--- src/rtl/eva_pkg.sv ---
// rtl/eva_pkg.sv - shared widths, FSM state type and score saturation for the EVA rank updater
package eva_pkg;

  localparam int AGE_W_DEF      = 7;
  localparam int HIST_W_DEF     = 16;
  localparam int SCORE_W_DEF    = 16;
  localparam int GAIN_SHIFT_DEF = 4;

  // hits/events accumulators: one histogram width plus room for 2*NUM_AGES additions
  function automatic int cnt_width(input int hist_w, input int age_w);
    return hist_w + age_w + 1;
  endfunction

  // life is a sum of up to NUM_AGES events accumulators
  function automatic int acc_width(input int hist_w, input int age_w);
    return hist_w + 1 + 2 * age_w;
  endfunction

  typedef enum logic [1:0] {
    S_IDLE = 2'd0,
    S_RD   = 2'd1,
    S_ACC  = 2'd2,
    S_DONE = 2'd3
  } eva_state_e;

  function automatic logic signed [63:0] sat_score(input logic signed [63:0] v,
                                                   input int score_w);
    logic signed [63:0] hi;
    logic signed [63:0] lo;
    hi = (64'sd1 <<< (score_w - 1)) - 64'sd1;
    lo = -(64'sd1 <<< (score_w - 1));
    if (v > hi) return hi;
    if (v < lo) return lo;
    return v;
  endfunction

endpackage

--- src/rtl/eva_score_calc.sv ---
// rtl/eva_score_calc.sv - one age step of the EVA walk: accumulate hits/events/life and form the saturated score
module eva_score_calc
  import eva_pkg::*;
#(
  parameter  int HIST_W     = HIST_W_DEF,
  parameter  int AGE_W      = AGE_W_DEF,
  parameter  int SCORE_W    = SCORE_W_DEF,
  parameter  int GAIN_SHIFT = GAIN_SHIFT_DEF,
  localparam int CNT_W      = cnt_width(HIST_W, AGE_W),
  localparam int ACC_W      = acc_width(HIST_W, AGE_W)
) (
  input  logic [HIST_W-1:0]         h,
  input  logic [HIST_W-1:0]         e,
  input  logic [CNT_W-1:0]          hits_q,
  input  logic [CNT_W-1:0]          events_q,
  input  logic [ACC_W-1:0]          life_q,
  output logic [CNT_W-1:0]          hits_d,
  output logic [CNT_W-1:0]          events_d,
  output logic [ACC_W-1:0]          life_d,
  output logic signed [SCORE_W-1:0] score
);

  logic [ACC_W-1:0]      shifted_life;
  logic signed [ACC_W:0] diff;

  always_comb begin
    hits_d       = hits_q + CNT_W'(h);
    events_d     = events_q + CNT_W'(h) + CNT_W'(e);
    life_d       = life_q + ACC_W'(events_d);
    shifted_life = life_d >> GAIN_SHIFT;
    // both operands are non-negative, so a zero sign bit makes the subtraction exact
    diff         = $signed({1'b0, ACC_W'(hits_d)}) - $signed({1'b0, shifted_life});
    score        = SCORE_W'(sat_score(64'(diff), SCORE_W));
  end

endmodule

--- src/rtl/eva_rank_update.sv ---
// rtl/eva_rank_update.sv - walks hit/evict histograms oldest to youngest, writes EVA ranks and optional decay
module eva_rank_update
  import eva_pkg::*;
#(
  parameter  int HIST_W     = HIST_W_DEF,
  parameter  int AGE_W      = AGE_W_DEF,
  parameter  int SCORE_W    = SCORE_W_DEF,
  parameter  int GAIN_SHIFT = GAIN_SHIFT_DEF,
  parameter  bit DECAY_EN   = 1'b1,
  localparam int CNT_W      = cnt_width(HIST_W, AGE_W),
  localparam int ACC_W      = acc_width(HIST_W, AGE_W)
) (
  input  logic                clk,
  input  logic                rst,
  input  logic                update_EVA,
  output logic                hist_rd_en,
  output logic [AGE_W-1:0]    hist_rd_addr,
  input  logic [HIST_W-1:0]   hit_cnt,
  input  logic [HIST_W-1:0]   evict_cnt,
  output logic                hist_wr_en,
  output logic [AGE_W-1:0]    hist_wr_addr,
  output logic [HIST_W-1:0]   hit_wr,
  output logic [HIST_W-1:0]   evict_wr,
  output logic                eva_wr_en,
  output logic [AGE_W-1:0]    eva_wr_addr,
  output logic [SCORE_W-1:0]  eva_wr_data,
  output logic                busy,
  output logic                done,
  output logic                eva_valid
);

  eva_state_e         state_q, state_d;
  logic [AGE_W-1:0]   age_q, age_d;
  logic               pending_q, pending_d;
  logic               eva_valid_q, eva_valid_d;
  logic [CNT_W-1:0]   hits_q, hits_d;
  logic [CNT_W-1:0]   events_q, events_d;
  logic [ACC_W-1:0]   life_q, life_d;

  logic [CNT_W-1:0]          calc_hits;
  logic [CNT_W-1:0]          calc_events;
  logic [ACC_W-1:0]          calc_life;
  logic signed [SCORE_W-1:0] calc_score;

  eva_score_calc #(
    .HIST_W     (HIST_W),
    .AGE_W      (AGE_W),
    .SCORE_W    (SCORE_W),
    .GAIN_SHIFT (GAIN_SHIFT)
  ) u_calc (
    .h        (hit_cnt),
    .e        (evict_cnt),
    .hits_q   (hits_q),
    .events_q (events_q),
    .life_q   (life_q),
    .hits_d   (calc_hits),
    .events_d (calc_events),
    .life_d   (calc_life),
    .score    (calc_score)
  );

  always_comb begin
    state_d      = state_q;
    age_d        = age_q;
    pending_d    = pending_q;
    eva_valid_d  = eva_valid_q;
    hits_d       = hits_q;
    events_d     = events_q;
    life_d       = life_q;
    hist_rd_en   = 1'b0;
    hist_rd_addr = '0;
    hist_wr_en   = 1'b0;
    hist_wr_addr = '0;
    hit_wr       = '0;
    evict_wr     = '0;
    eva_wr_en    = 1'b0;
    eva_wr_addr  = '0;
    eva_wr_data  = '0;
    busy         = 1'b1;
    done         = 1'b0;

    unique case (state_q)
      S_IDLE: begin
        busy = 1'b0;
        if (update_EVA) begin
          state_d     = S_RD;
          age_d       = {AGE_W{1'b1}};
          hits_d      = '0;
          events_d    = '0;
          life_d      = '0;
          eva_valid_d = 1'b0;
        end
      end
      S_RD: begin
        hist_rd_en   = 1'b1;
        hist_rd_addr = age_q;
        if (update_EVA) pending_d = 1'b1;
        state_d = S_ACC;
      end
      S_ACC: begin
        hits_d      = calc_hits;
        events_d    = calc_events;
        life_d      = calc_life;
        eva_wr_en   = 1'b1;
        eva_wr_addr = age_q;
        eva_wr_data = calc_score;
        if (DECAY_EN) begin
          hist_wr_en   = 1'b1;
          hist_wr_addr = age_q;
          hit_wr       = hit_cnt >> 1;
          evict_wr     = evict_cnt >> 1;
        end
        if (update_EVA) pending_d = 1'b1;
        if (age_q == '0) begin
          state_d = S_DONE;
        end else begin
          age_d   = age_q - AGE_W'(1);
          state_d = S_RD;
        end
      end
      S_DONE: begin
        done        = 1'b1;
        eva_valid_d = 1'b1;
        // a request arriving in DONE is absorbed into the back-to-back restart
        if (pending_q || update_EVA) begin
          pending_d = 1'b0;
          state_d   = S_RD;
          age_d     = {AGE_W{1'b1}};
          hits_d    = '0;
          events_d  = '0;
          life_d    = '0;
        end else begin
          state_d = S_IDLE;
        end
      end
      default: state_d = S_IDLE;
    endcase
  end

  assign eva_valid = eva_valid_q;

  always_ff @(posedge clk) begin
    if (rst) begin
      state_q     <= S_IDLE;
      age_q       <= '0;
      pending_q   <= 1'b0;
      eva_valid_q <= 1'b0;
      hits_q      <= '0;
      events_q    <= '0;
      life_q      <= '0;
    end else begin
      state_q     <= state_d;
      age_q       <= age_d;
      pending_q   <= pending_d;
      eva_valid_q <= eva_valid_d;
      hits_q      <= hits_d;
      events_q    <= events_d;
      life_q      <= life_d;
    end
  end

endmodule

--- config.mk ---
export PLATFORM = sky130hd
export DESIGN_NAME = eva_rank_update
export DESIGN_NICKNAME = d
export VERILOG_FILES = /design/src/rtl/eva_pkg.sv /design/src/rtl/eva_score_calc.sv /design/src/rtl/eva_rank_update.sv
export SDC_FILE = /design/constraint.sdc
export NUM_CORES = 1
export LEC_CHECK = 0
export ABC_AREA = 0
export BUFFER_PORTS_ARGS = -buffer_cell sky130_fd_sc_hd__buf_2
export CORE_MARGIN = 5
export CORE_UTILIZATION = 42
export DETAILED_ROUTE_END_ITERATION = 8
export GPL_TIMING_DRIVEN = 0
export PLACE_DENSITY = 0.66
export REMOVE_ABC_BUFFERS = 1
export SKIP_CTS_REPAIR_TIMING = 1
export SLEW_MARGIN = 20
export SYNTH_ARGS = -nofsm -noshare
export SYNTH_HDL_FRONTEND = slang
export SYNTH_SLANG_ARGS = --single-unit
--- constraint.sdc ---
create_clock -name clk -period 24.4 [get_ports clk]
set_input_delay 2.44 -clock clk [delete_from_list [all_inputs] [get_ports clk]]
set_output_delay 2.44 -clock clk [all_outputs]
set_load 0.01 [all_outputs]
==> results.yml <==
outcome:
  status: "complete, no violations"
timing:
  setup_viol: 0
  slew_violations: 0
  setup_tns_ns: 0
  finalCriticalPeriod_ns: 13.36
  rsz0062_at_grt: "false"
  post-route-period-util_pct: 54.77
  clock_skew_ns: 0.01009
  relSlewSlack_pct: 29.82
  worst_pin_slew_ns: 1.046
  hold_viol: 0
  max_freq_ghz: 0.07483
die:
  design.core.area_sq_um: 20960
  initial_core_util_pct: 42.42
  dieHeight_um: 155.5
  num_rows: 53
  pin_count: 110
  die-width_um: 155.5
  die-area_sq_um: 24180
clock_network:
  htree_levels: 3
  tritoncts: "done"
  cts_buffers: 9
  clockBufferDepth: 2
  root_buffer: "clkbuf_16"
  cts.sinks: 90
  clk_pin_slew_ns: 0.06
  clk_latency_ns: 0.36
critical_path:
  cp.depth: 34
  slowest_stage: "a311oi_1"
  crit_family: "compound AO/OA/AOI/OAI gates"
  endpoint_kind: "primary output"
  worstRegToRegCells: 24
  cp.required_ns: 21.96
  path_buf_inv: 5
  cp-start-kind: "input pin"
  cp_max_fo: 13
  critPathKind: "in2out"
  slowest_delay_ns: 0.70
  crit_arrival_ns: 10.92
placed_design:
  place_congestion: 0.9162
  hpwlAfterDp_um: 18190
  io_buffers: 107
min_path:
  hold_path_class: "reg2reg"
  whs_path_depth: 2
cells_and_area:
  final_net_count: 1374
  multi_input_area_sq_um: 6604
  areaGrowthSynthToFinish_pct: 11.12
  n_fill_cell: 2122
  seqCellArea_sq_um: 1802
  layout-drive-gt1-share_pct: 12.80
  antenna_cells: 0
  final_core_util_pct: 47.14
yosys:
  synth_fa_ha_area_share_pct: 17.03
  syn_area_sq_um: 8890
  synth-simple-area-share_pct: 22.25
  synth_largest_area_cell: "dfxtp_1"
  synth_mux_area_share_pct: 0.4645
  ys_warn_count: 0
  synth-compound-area-share_pct: 25.67
  yosys-top-cells-area: "dfxtp_1 20%, ha_1 13%, a21oi_1 6.6%"
  synth-edff-count: 0
  syn-instance-count: 1164
  synthFlopType: "dfxtp_1"
  async_flop_share_pct: 0
  synthMostInstantiatedCell: "nor2_1"
  synth-seq-area-share_pct: 20.27
  synth_common_cells: "128 x nor2_1, 117 x a21oi_1, 90 x dfxtp_1, 89 x ha_1, 84 x nand2_1"
  synth_top_cell_area_share_pct: 20.27
  synth_cell_type_count: 72
  synth_top_family_by_area: "compound AO/OA/AOI/OAI gates"
  synth.avg_cell_area_sq_um: 7.637
  synth-xor-area-share_pct: 8.473
  ys_ff_latch: 90
drt:
  initialDrtViolationCount: 378
  vias: 8359
  ant_nets: 0
  avgRoutedWirePerCell_um: 15.76
  first_pass_iters: 4
  drc_errors: 0
  drt_wl_total_um: 23780
  drt-vias-per-instance: 5.539
power:
  p_total_mw: 0.7082
  p_per_area_nw_per_um2: 71.70
  p_leak_nw: 4.486
  peakVddDrop_v: 0.00004877
global_routing:
  track_usage_pct: 19.62
  antenna_found_initial: 0
  grt_pass1_wl_um: 39440
  grt_max_degree: 58
  overflow: 0
  grt_pass1_vias: 8024
job:
  max-cap-violations: 0
## tightest hold or removal path: stages (launching register included)
cell and delay (ns):
dfxtp_1 0.31, nand2_1 0.05, a21oi_1 0.05
## cell families after synthesis
family,Yosys count
and+or+nand+nor,403
xor gates and xnor gates,86
adders and majority gates,109
other,1
DFF,90
buffers and inverters,120
AOI/OAI and AO/OA,351
muxes,4
## path summary, 6_finish.rpt
path                          to   startpoint  slack [ns]
hold / removal       events_q[1]  events_q[1]        0.46
hold reg to reg      events_q[1]  events_q[1]        0.46
setup / recovery  eva_wr_data[6]   hit_cnt[2]       11.04
setup reg to reg      life_q[27]  events_q[2]       18.22
## through the flow
step / instance area [sq um] / setup WS (ns) / hold WS (ns) / cells
floorplan: 8611 / 12.62 / 0.4258 / 1107
global placement: 9490 / 10.72 / 0.4411 / 1489
detailed placement: 9624 / 11.13 / 0.4453 / 1494
CTS: 9878 / 11.12 / 0.4582 / 1509
global route: 9878 / 10.40 / 0.4822 / 1509
finish: 9878 / 11.04 / 0.4586 / 1509
## power by group
| group | internal (mW) | leakage [nW] | switching (mW) |
|---|---|---|---|
| Clock | 0.0684 | 0.122 | 0.0604 |
| Combinational | 0.156 | 3.64 | 0.257 |
| Sequential | 0.157 | 0.728 | 0.00903 |
| Total | 0.381 | 4.49 | 0.327 |
## flip-flops by register name, summed over array words and instances (netlist names)
register and count:
life_q 31, events_q 24, hits_q 24, age_q 7
state_q 2, eva_valid 1, pending_q 1
## cell usage in the layout (no fill, tap or decap), types with 5 or more instances in the layout
cell type  instances
and2_1            36
o21ai_1           16
and4_1             6
a31oi_1           13
a21oi_1          117
o211ai_1           7
a211oi_1           9
o21ai_0           51
a21o_1            33
or3_1              6
nor2b_1           20
and3_1            13
nand2_1           83
o21bai_1           9
nor2_1           126
o21ai_2            8
nand4_1           15
xor2_1            37
a22oi_1           31
or4_1              7
nand3_1           30
buf_2            106
o21a_1            10
nand2b_1          16
inv_1             61
clkbuf_16          9
ha_1              88
xnor2_1           49
fa_1              20
or2_2              6
o31ai_1            6
dfxtp_1           90
a311oi_1           5
nor3_1            21
## per-layer routing
| metal | up-vias | global-route usage [%] | share of wire [%] |
|---|---|---|---|
| li1 | 4256 | - | - |
| met1 | 3887 | 26.90 | 48 |
| met2 | 200 | 32.68 | 45 |
| met3 | 16 | 3.227 | 4.8 |
| met4 | 0 | 4.002 | 1.3 |
| met5 | - | 0 | 0 |
## layout make-up
class / count / area share, %
inverters: 62 / 2.369
clock buffers: 12 / 2.394
clock inverters: 3 / 0.1773
repair buffers: 112 / 6.485
well taps: 275 / 3.483
flip-flops and latches: 90 / 18.24
multi-input cells: 955 / 66.85
No activity file was read; power rests on OpenSTA's default activity.
